`src/rtl/ball_motion_ctrl.sv`:
```
// ---------------------------------------------------------------------------
// ball_motion_ctrl
//   Per-frame ball position generator that feeds a combinational circle
//   collision checker. Once per frame_tick the ball steps by 'speed' pixels
//   per axis and bounces off the screen walls. The checker's verdict on the
//   new position is sampled two cycles later; a hit restores the previous
//   position and reverses the horizontal direction.
//
//   Optional feature macro: MISS_DETECT_EN
//     When defined, touching the left or right wall is a miss. The ball is
//     re-served at (X0, Y0), dirX toggles, a 1-cycle 'miss' pulse is
//     raised and the controller returns to IDLE. The Y walls still bounce.
//     When undefined, all four walls bounce and the 'miss' port is absent.
// ---------------------------------------------------------------------------
module ball_motion_ctrl #(
  parameter int posBits    = 9,
  parameter int dimBits    = 8,
  parameter int SPEED_BITS = 4,
  parameter int X_MAX      = 399,
  parameter int Y_MAX      = 299,
  parameter int X0         = 200,
  parameter int Y0         = 150
) (
  input  logic                  clk,
  input  logic                  rst_n,
  input  logic                  frame_tick,
  input  logic                  start,
  input  logic [dimBits-1:0]    radius,
  input  logic [SPEED_BITS-1:0] speed,
  input  logic                  collision,
  output logic [posBits-1:0]    posX,
  output logic [posBits-1:0]    posY,
  output logic                  dirX,
  output logic                  dirY,
  output logic                  moving,
  output logic                  bounce
`ifdef MISS_DETECT_EN
  ,
  output logic                  miss
`endif
);

  // One extra bit so pos+speed and radius+speed never wrap.
  localparam int EW = posBits + 1;

  localparam logic [posBits-1:0] X_SERVE = posBits'(X0);
  localparam logic [posBits-1:0] Y_SERVE = posBits'(Y0);
  localparam logic [EW-1:0]      X_LIM   = EW'(X_MAX);
  localparam logic [EW-1:0]      Y_LIM   = EW'(Y_MAX);

  typedef enum logic [2:0] {
    IDLE,
    WAIT_TICK,
    STEP,
    SETTLE,
    RESOLVE
  } state_t;

  // Result of advancing one axis by one frame.
  typedef struct packed {
    logic [posBits-1:0] pos;
    logic               dir;
    logic               hit;   // wall contact on this axis
  } axis_t;

  // Advance one axis: clamp to the wall and reverse on contact, otherwise
  // move by spd. A frozen ball (spd == 0) never registers a wall contact.
  function automatic axis_t axis_step(
    input logic [posBits-1:0] pos,
    input logic               dir,
    input logic [EW-1:0]      lim,
    input logic [EW-1:0]      rad,
    input logic [EW-1:0]      spd
  );
    axis_t         r;
    logic [EW-1:0] p;
    logic [EW-1:0] hi;
    logic [EW-1:0] lo;
    logic [EW-1:0] sum;
    logic [EW-1:0] diff;
    p     = {1'b0, pos};
    hi    = lim - rad;
    lo    = rad + spd;
    sum   = p + spd;
    diff  = p - spd;
    r.pos = pos;
    r.dir = dir;
    r.hit = 1'b0;
    if (dir) begin
      if ((spd != '0) && (sum > hi)) begin
        r.pos = hi[posBits-1:0];
        r.dir = 1'b0;
        r.hit = 1'b1;
      end else begin
        r.pos = sum[posBits-1:0];
      end
    end else begin
      if ((spd != '0) && (p < lo)) begin
        r.pos = rad[posBits-1:0];
        r.dir = 1'b1;
        r.hit = 1'b1;
      end else begin
        r.pos = diff[posBits-1:0];
      end
    end
    return r;
  endfunction

  state_t             state_q;
  state_t             state_d;
  logic [posBits-1:0] prev_x_q;
  logic [posBits-1:0] prev_y_q;
  logic [posBits-1:0] prev_x_d;
  logic [posBits-1:0] prev_y_d;
  logic [posBits-1:0] pos_x_d;
  logic [posBits-1:0] pos_y_d;
  logic               dir_x_d;
  logic               dir_y_d;
  logic               bounce_d;
  logic               moving_d;
  logic               x_miss;
  axis_t              ax;
  axis_t              ay;
`ifdef MISS_DETECT_EN
  logic               miss_d;
`endif

  // Candidate per-axis step from the current position; only committed in STEP.
  always_comb begin
    ax = axis_step(posX, dirX, X_LIM, EW'(radius), EW'(speed));
    ay = axis_step(posY, dirY, Y_LIM, EW'(radius), EW'(speed));
  end

`ifdef MISS_DETECT_EN
  assign x_miss = ax.hit;
`else
  assign x_miss = 1'b0;
`endif

  // State register.
  // NOTE: all clocked state uses non-blocking assignments so every register
  // samples the pre-edge values; blocking here would create ordering races.
  always_ff @(posedge clk or negedge rst_n) begin
    if (!rst_n) begin
      state_q <= IDLE;
    end else begin
      state_q <= state_d;
    end
  end

  // Next-state logic. Ticks outside WAIT_TICK are dropped, never queued.
  always_comb begin
    // NOTE: default first so every path assigns state_d and no latch is inferred.
    state_d = state_q;
    unique case (state_q)
      IDLE:      if (start)      state_d = WAIT_TICK;
      WAIT_TICK: if (frame_tick) state_d = STEP;
      STEP:      state_d = x_miss ? IDLE : SETTLE;
      SETTLE:    state_d = RESOLVE;
      RESOLVE:   state_d = WAIT_TICK;
      default:   state_d = IDLE;
    endcase
  end

  // Output/datapath logic: next values of the registered outputs.
  always_comb begin
    pos_x_d  = posX;
    pos_y_d  = posY;
    dir_x_d  = dirX;
    dir_y_d  = dirY;
    prev_x_d = prev_x_q;
    prev_y_d = prev_y_q;
    bounce_d = 1'b0;
`ifdef MISS_DETECT_EN
    miss_d   = 1'b0;
`endif
    unique case (state_q)
      IDLE: begin
        pos_x_d = X_SERVE;
        pos_y_d = Y_SERVE;
      end
      STEP: begin
        prev_x_d = posX;
        prev_y_d = posY;
        if (x_miss) begin
          // Re-serve: centre the ball and send it back the other way.
          pos_x_d = X_SERVE;
          pos_y_d = Y_SERVE;
          dir_x_d = ~dirX;
`ifdef MISS_DETECT_EN
          miss_d  = 1'b1;
`endif
        end else begin
          pos_x_d  = ax.pos;
          pos_y_d  = ay.pos;
          dir_x_d  = ax.dir;
          dir_y_d  = ay.dir;
          bounce_d = ax.hit | ay.hit;
        end
      end
      RESOLVE: begin
        // A hit undoes the whole step, including any wall clamp, and flips dirX
        // relative to whatever the step left it at.
        if (collision) begin
          pos_x_d  = prev_x_q;
          pos_y_d  = prev_y_q;
          dir_x_d  = ~dirX;
          bounce_d = 1'b1;
        end
      end
      default: ;
    endcase
    moving_d = (state_d != IDLE);
  end

  // Registered outputs and saved previous position; reset discards any partial step.
  always_ff @(posedge clk or negedge rst_n) begin
    if (!rst_n) begin
      posX     <= X_SERVE;
      posY     <= Y_SERVE;
      dirX     <= 1'b1;
      dirY     <= 1'b1;
      prev_x_q <= X_SERVE;
      prev_y_q <= Y_SERVE;
      moving   <= 1'b0;
      bounce   <= 1'b0;
`ifdef MISS_DETECT_EN
      miss     <= 1'b0;
`endif
    end else begin
      posX     <= pos_x_d;
      posY     <= pos_y_d;
      dirX     <= dir_x_d;
      dirY     <= dir_y_d;
      prev_x_q <= prev_x_d;
      prev_y_q <= prev_y_d;
      moving   <= moving_d;
      bounce   <= bounce_d;
`ifdef MISS_DETECT_EN
      miss     <= miss_d;
`endif
    end
  end

endmodule

```
`config.mk`:
```
export PLATFORM = sky130hd
export DESIGN_NAME = ball_motion_ctrl
export DESIGN_NICKNAME = d
export VERILOG_FILES = /design/src/rtl/ball_motion_ctrl.sv
export SDC_FILE = /design/constraint.sdc
export NUM_CORES = 1
export LEC_CHECK = 0
export ABC_AREA = 1
export CAP_MARGIN = 20
export CORE_UTILIZATION = 65
export CTS_CLUSTER_DIAMETER = 30
export DETAILED_ROUTE_END_ITERATION = 6
export GPL_ROUTABILITY_DRIVEN = 0
export HOLD_SLACK_MARGIN = 0.1
export PLACE_DENSITY = 0.84
export SLEW_MARGIN = 0
export SYNTH_ARGS = -nofsm -noshare
export SYNTH_HDL_FRONTEND = slang
export SYNTH_SLANG_ARGS = --single-unit
export TNS_END_PERCENT = 10
```
`constraint.sdc`:
```
create_clock -name clk -period 5.8 [get_ports clk]
set_clock_uncertainty 0.05 [all_clocks]
set_input_delay 0.87 -clock clk [delete_from_list [all_inputs] [get_ports clk]]
set_output_delay 0.87 -clock clk [all_outputs]
set_load 0.005 [all_outputs]
```
Word level (Yosys, flattened, before mapping)
Cells that the tools add are included.
Cells by class
  add/sub/neg operators: 7
  $lt $le $gt $ge: 4
  mux-type cells: 21
  eq/ne operators: 5
  reduce and logical (&&, ||, !) cells: 11
  bitwise logic cells: 2
Operator list (number)
  2-to-1 mux 9 bit: 6
  case mux 9 bit (3 select lines): 2
  2-to-1 mux 11 bit: 2
  adder 9 x 4 -> 10 bit: 2
  greater-than comparator 10 bit: 2
  subtractor 9 x 8 -> 10 bit, first input constant: 2
  subtractor 9 x 4 -> 9 bit: 2
  case mux 3 bit (5 select lines): 1
  less-than comparator 9 x 10 -> 1 bit: 1
  adder 8 x 4 -> 9 bit: 1
  less-than comparator 9 bit: 1
  2-to-1 mux 2 bit: 4
  equality test 3 x 2 -> 1 bit, second input constant: 2
  2-to-1 mux 3 bit: 2
  nonzero test 3 bit: 2
  logical AND 1 bit: 4
  case mux 1 bit (2 select lines): 2
  AND reduction 2 bit: 2
  nonzero test 4 bit: 1
  equality test 3 x 1 -> 1 bit, second input constant: 1
  equality test 3 bit, second input constant: 1
  zero test 3 bit: 1
  2-to-1 mux 1 bit: 2
  inequality test 2 bit, second input constant: 1
  3 further kinds: 3
Storage, ports and cells
  logic and storage cells: 59
  output and inout port bits: 22
  bits in registers: 43

Longest topological paths before layout
Gate-level depths: netlist (run 1).
  depth after elaboration: 7
  mapped depth: 27

Worst setup path before layout (run 1)
No wires, ideal clock.
  kind: input-to-reg
  start: in speed[1]
  end: reg posY[5]
  data required time: 5673 ps
  data arrival time: 3337 ps
  stages on the path: 24
  setup time: 77 ps
  path slack: 2336 ps
  path through: inv_1 ha_1 nor4_1 nand2_1 nand2_1 xor2_1 inv_1 ha_1 nand2_1 nor2_1 nand2_1 nand3_1 nand2_1 nand2_1 nand2_1 nand2_1 nand2_1 nand2_4 nand2_4 nor2_4 nand2_1 nand2_1 nand2_1 a21oi_1
Between the ends
  cells in the longest elaborated chain, start to end: 6
Ends and longest elaborated chain
  start: declaration: line 29  | input logic [SPEED_BITS-1:0] speed,
  adder 9 x 4 -> 10 bit / adder 8 x 4 -> 9 bit (equally long branches): line 84, 83
  greater-than comparator 10 bit / less-than comparator 9 bit (equally long branches): line 90, 98
  logical AND 1 bit, on equally long branches: line 90, 98
  2-to-1 mux 9 bit, on equally long branches: line 90, 98
  2-to-1 mux 11 bit *: line 89  | if (dir) begin
  case mux 9 bit (3 select lines) *: line 177  | unique case (state_q)
  end signal: assignment: line 232  | posY <= pos_y_d;
  end: declaration: line 32  | output logic [posBits-1:0] posY,
Mark *: on every way between the ends. The rest lies on a longest branch, timed or not.
A chain may end at the register's enable or synchronous reset.

Worst setup path in the final report (run 1)
  start: in speed[1]
  end: reg posY[2]
Same word-level chain as after synthesis.

==> impl_metrics.ini, run 1 <==
[setup_path]
end_kind = flop
critPathLaunchType = input pin
r2r_start = posY[2]
reg2reg_depth = 21
r2r-end = posY[2]
crit_required_ns = 5.99
crit_arrival_ns = 4.78
critPathMaxFanout = 10
worst-r2r-setup-slack_ns = 2.13
path_class = input pin to flop

[flow_run]
maxCapViolCount = 0

[hold_path]
min_from = prev_y_q[2]
min_path_type = flop to flop
holdPathEnd = prev_y_q[2]
hold_depth = 2

[sta]
setup_tns_ns = 0
rsz0062_at_grt = no
post-route-min-period_ns = 4.59
finalCritPeriodShare = 0.791
tightest_slew_ns = 0.971
timing.fmax_mhz = 218
setup_viol = 0
hold_viol = 0
hold_slack_ns = 0.424
slew_headroom = 0.353
final_max_slew_viol_count = 0

[placement]
dp_hpwl_um = 10500
portBuffers = 38

[pwr]
seq_power_share = 0.222
p_int_mw = 1.41
switching_share = 0.535
p_leak_nw = 2.87
p_per_area_nw_per_um2 = 554
ir_drop_v = 0.000347
p_switching_mw = 1.62
pwr-share-clk = 0.094
power_frac_comb = 0.684

[synthesis]
syn_nets = 806
ys_types = 41
seq_area_frac_synth = 0.221
syn_area_sq_um = 4960
synth_warnings = 0
async_flop_share = 1.00
ys.flop_type = dfrtp_1
synth_edf_count = 0
synth.avg_cell_area_sq_um = 6.81
synthCells = 728
ys_seq_elements = 43

[cells_and_area]
nNetsFinal = 829
multiInputGateArea_sq_um = 3300
drive_gt1_frac = 0.120
antenna_cells = 0
fillCellCount = 589
syn2layout_area_growth_pct = 10.6
regArea_sq_um = 1100

[clock_tree]
cts_tree = built
clkSlewWorstSetupHoldPaths_ns = 0.09
ctsLongestPathBuffers = 2
clock_latency_ns = 0.31
cts_resized = 0
cts.htree.levels = 2
cts_made_buffers = 5
root_buffer = clkbuf_8
hold_buffers = 0
cts_setup_buffers = 0
clock_sinks = 43

[floorplan]
die_height_um = 89.3
ios = 39
die-width_um = 89.3
rows = 31
core-area_sq_um = 7330
die_area_sq_um = 7980
initial_core_util = 0.676

[drt]
drc_errors = 0
routed_wl_um = 13900
firstDrtPassIters = 6
vias = 4979
viasPerCell = 5.85
drtIter0Drc = 358
avgRoutedWirePerCell_um = 16.3
ant_nets = 0

[global_routing]
grt_use_total = 0.362
antenna_found_initial = 0
grt_pass1_wl_um = 21800
grt_pass1_vias = 4621
grt_max_degree = 44
overflow = 0

[status]
status = complete, no violations
through the flow:
step	utilization	instance area, sq um	setup slack, ns	std cells	power, mW
after detailed placement	0.730	5350	1.05	843	2.69
after floorplan	-	4960	2.34	728	2.14
after global routing	0.748	5480	0.945	851	3.30
after global placement	0.730	5350	1.20	843	2.61
final	0.748	5480	1.21	851	3.03
after CTS	0.748	5480	1.38	851	2.99
sequential cells by signal (all words and copies together) (netlist names):
| signal | cells |
|---|---|
| bounce | 1 |
| dirX | 1 |
| dirY | 1 |
| moving | 1 |
| posX | 9 |
| posY | 9 |
| prev_x_q | 9 |
| prev_y_q | 9 |
| state_q | 3 |
routing by layer:
| layer | up-vias | track usage | share of wire |
|---|---|---|---|
| li1 | 2361 | - | - |
| met1 | 2270 | 0.423 | 0.39 |
| met2 | 265 | 0.618 | 0.48 |
| met3 | 83 | 0.0591 | 0.073 |
| met4 | 0 | 0.231 | 0.062 |
| met5 | - | 0 | 0 |
cells by family after synthesis:
family,after synthesis,synth area share
AND/OR/NAND/NOR,371,0.353
buffers and inverters,141,0.113
AO/OA/AOI/OAI,75,0.0856
adder cells (fa/ha/maj),61,0.162
flip-flops,43,0.221
XOR/XNOR,37,0.0654
synthesized netlist by cell type, types with 3 or more instances:
library cell / count / share of area
nand2_1: 187 / 0.14
inv_1: 97 / 0.073
nand3_1: 93 / 0.094
ha_1: 56 / 0.14
nor2_1: 38 / 0.029
xor2_1: 32 / 0.057
a21oi_1: 28 / 0.028
dfrtp_1: 27 / 0.14
o21ai_0: 20 / 0.020
inv_2: 18 / 0.014
dfstp_2: 16 / 0.085
nand2_2: 14 / 0.018
clkbuf_1: 11 / 0.0083
o21ai_1: 11 / 0.011
nand3_2: 10 / 0.020
nor3_1: 8 / 0.0081
a21oi_2: 7 / 0.012
nand2_4: 7 / 0.016
buf_2: 5 / 0.0050
buf_4: 5 / 0.0076
fa_1: 5 / 0.020
xnor2_1: 5 / 0.0088
a31oi_1: 3 / 0.0038
clkinv_1: 3 / 0.0023
cell usage in the layout, fill, tap and decap left out, types with 2 or more instances in the layout:
cell type	count
o21ai_1	11
nand3_1	93
clkbuf_8	5
xor2_1	32
nor3_1	8
nand3b_1	2
a21oi_2	7
nand2_2	14
ha_1	56
dfrtp_1	27
dfstp_2	16
clkdlybuf4s50_1	37
bufinv_16	2
o22ai_1	2
inv_2	18
o21ai_0	20
fa_1	5
nor4_1	2
clkinv_1	3
a31oi_1	3
nand2_4	7
nand3_2	10
nand2_1	187
xnor2_1	5
nor2_4	2
nor2_1	38
a21oi_1	28
inv_1	97
nor3_4	2
final cells by class:
class | instances | area share
inverters | 118 | 0.0808
clock buffers | 6 | 0.0132
well taps | 99 | 0.0226
clock inverters | 2 | 0.0110
repair buffers | 39 | 0.0698
flip-flops and latches | 43 | 0.200
multi-input cells | 544 | 0.603
how the worst max path moves through the flow:
| stage | start | to | slack [ns] | cells after the start |
|---|---|---|---|---|
| 2_1_floorplan | speed[1] | posY[5] | 2.34 | 24 |
| 3_3_place_gp | speed[1] | posY[0] | 1.20 | 25 |
| 3_5_place_dp | speed[1] | posY[0] | 1.05 | 25 |
| 4_1_cts | speed[1] | posY[0] | 1.38 | 25 |
| 5_1_grt | speed[1] | posY[2] | 0.94 | 23 |
| 6_report | speed[1] | posY[2] | 1.21 | 23 |
worst max-delay path, cell delays in order:
cell and delay [ns]:
clkdlybuf4s50_1 0.66, inv_1 0.26, ha_1 0.39, nor4_1 0.32, nand2_1 0.10, nand2_1 0.08, xor2_1 0.26, inv_1 0.08
ha_1 0.30, nand2_1 0.07, nor2_1 0.13, nand2_1 0.06, nand3_1 0.07, nand2_1 0.06, nand2_1 0.06, nand2_1 0.06
nand2_1 0.07, nand2_1 0.09, nand2_4 0.12, nand2_4 0.11, a21oi_1 0.20, nand3_1 0.17, a21oi_1 0.17
power by group through the flow:
stage	Sequential [mW]	Combinational [mW]	Clock (mW)
3_5_place_dp	0.672	2.02	0
5_1_grt	0.691	2.31	0.294
3_3_place_gp	0.666	1.94	0
4_1_cts	0.667	2.04	0.284
6_report	0.674	2.08	0.285
2_1_floorplan	0.578	1.56	0
Note: power is estimated with default switching activity, not from simulation.
==> inputs of run 2 (changes only) <==
--- a/config.mk
+++ b/config.mk
@@ -7,12 +7,12 @@
 export LEC_CHECK = 0
 export ABC_AREA = 1
 export CAP_MARGIN = 20
-export CORE_UTILIZATION = 65
+export CORE_UTILIZATION = 55
 export CTS_CLUSTER_DIAMETER = 30
 export DETAILED_ROUTE_END_ITERATION = 6
 export GPL_ROUTABILITY_DRIVEN = 0
 export HOLD_SLACK_MARGIN = 0.1
-export PLACE_DENSITY = 0.84
+export PLACE_DENSITY = 0.75
 export SLEW_MARGIN = 0
 export SYNTH_ARGS = -nofsm -noshare
 export SYNTH_HDL_FRONTEND = slang
==> constraint.sdc (replaced) <==
create_clock -name clk -period 3.9 [get_ports clk]
set_clock_uncertainty 0.05 [all_clocks]
set_input_delay 0.585 -clock clk [delete_from_list [all_inputs] [get_ports clk]]
set_output_delay 0.585 -clock clk [all_outputs]
set_load 0.005 [all_outputs]
==> run 2 against run 1 <==
  * Sequential cell count unchanged
  * First-iteration DRC count is 33% lower
  * Die area increased by 18%
  * Setup slack lost 1.0 ns
  * Register-to-register slack lost 1.7 ns
  * Sequential share of layout area down 0.64 points
  * Worst hold slack worse by 0.060 ns
  * Clock power shrank 2%
  * Cell count is 4.0% higher
  * Critical endpoint is now posY[0]
  * Largest cell class unchanged
==> impl_metrics.ini, run 2 (same netlist as run 1, synthesis figures left out) <==
[drt]
ant_nets = 0
drc_errors = 0
routed_wl_um = 13900
avgRoutedWirePerCell_um = 15.7
firstDrtPassIters = 6
drtIter0Drc = 240
viasPerCell = 5.53
vias = 4898

[flow_run]
maxCapViolCount = 0

[pwr]
p_per_area_nw_per_um2 = 779
ir_drop_v = 0.000486
p_leak_nw = 2.99

[setup_path]
crit_slowest_cell = clkdlybuf4s50_1
crit_cells = 20
end_kind = flop
critPathLaunchType = input pin
crit_arrival_ns = 3.91
crit_top_cell = nand2_1
path_class = input pin to flop
critPathMaxFanout = 9
path_buf_inv = 2
critPathTopFamily = simple AND/OR/NAND/NOR gates
reg2reg_depth = 17
slowest_delay_ns = 0.50
path_cells = clkdlybuf4s50_1 -> ha_1 -> fa_1 -> a31oi_1 -> xor2_1 -> ha_1 -> and3_1 -> nand2_1 -> nand3_1 -> nand2_1 -> inv_2 -> nand2_1 -> nand2_1 -> nand2_2 -> nand2_4 -> nand2_1 -> nand3_1 -> nand2_1 -> nand2_1 -> a21oi_1
crit_required_ns = 4.08

[floorplan]
initial_core_util = 0.568
die_area_sq_um = 9390
rows = 34
die_height_um = 96.9
core-area_sq_um = 8720
die-width_um = 96.9
ios = 39

[global_routing]
antenna_found_initial = 0
grt_pass1_wl_um = 22300
overflow = 0
grt_max_degree = 44
grt_pass1_vias = 4659
grt_use_total = 0.298

[sta]
hold_viol = 0
post-route-min-period_ns = 3.73
final_max_slew_viol_count = 0
slew_headroom = 0.392
finalCritPeriodShare = 0.956
setup_tns_ns = 0
timing.fmax_mhz = 268
tightest_slew_ns = 0.912
setup_viol = 0

[clock_tree]
hold_buffers = 0
cts.htree.levels = 2
cts_tree = built
clock_latency_ns = 0.29
clock_sinks = 43
root_buffer = clkbuf_8
ctsLongestPathBuffers = 2
clkSlewWorstSetupHoldPaths_ns = 0.08
cts_made_buffers = 5

[cells_and_area]
instances_no_fill = 885
drive_gt1_frac = 0.160
regArea_sq_um = 1100
syn2layout_area_growth_pct = 14.3
multiInputGateArea_sq_um = 3330
layout_commonest_cell = nand2_1
fin_util = 0.650
mostFrequentLayoutCells = 186 x nand2_1, 96 x inv_1, 93 x nand3_1
fillCellCount = 773
nNetsFinal = 854
antenna_cells = 0

[placement]
dp_hpwl_um = 10900
portBuffers = 38
place_inst = 876

[status]
status = complete, no violations

[hold_path]
min_path_type = input pin to async pin
run 2: routing by layer:
metal	wire length, um	global-route usage
met1	5990	0.378
met5	0	0
met3	675	0.0340
met2	6740	0.505
met4	517	0.137
run 2: path summary, 6_finish.rpt:
path                                  start          end  slack (ns)
worst max register to register      posY[1]       bounce        0.46
worst min-delay path                  rst_n      posY[8]        0.36
worst max-delay path              radius[0]      posY[0]        0.17
min in group clk                prev_y_q[2]  prev_y_q[2]        0.43
worst min register to register  prev_y_q[2]  prev_y_q[2]        0.43
max in group asynchronous             rst_n      posX[1]        2.86
run 2: what timing repair did:
| action | CTS | global route |
|---|---|---|
| buffers inserted | 0 | 1 |
| setup endpoints to repair | 0 | 20 |
| gates resized for setup | 0 | 9 |
run 2: metrics by stage:
stage / area, sq um / hold slack [ns] / worst slack (ns) / total power [mW]
floorplan: 4960 / 0.239 / 0.721 / 3.18
global placement: 5540 / 0.402 / -0.172 / 3.98
detailed placement: 5540 / 0.418 / -0.212 / 4.05
CTS: 5630 / 0.408 / 0.0816 / 4.35
global route: 5670 / 0.445 / -0.0221 / 4.85
finish: 5670 / 0.364 / 0.171 / 4.41
run 2: final cells by class:
type | count | area share
Multi-Input combinational cell | 544 | 0.589
Sequential cell | 43 | 0.193
Clock buffer | 5 | 0.0121
Tap cell | 108 | 0.0239
Inverter | 118 | 0.0782
Clock inverter | 3 | 0.00265
Timing Repair Buffer | 64 | 0.101
run 2: where the power goes:
part,switching (mW),internal (mW)
Clock,0.157,0.123
Sequential,0.315,0.698
Combinational,1.89,1.24
Total,2.36,2.06
run 2: worst register-to-register path: cells and delay by family (launching register included):
family                     cells  cell delay (ns)
AOI/OAI and AO/OA              4             0.55
xor gates and xnor gates       1             0.18
adders and majority gates      2             0.76
buffers and inverters          1             0.12
DFF                            1             0.64
and+or+nand+nor                9             1.02
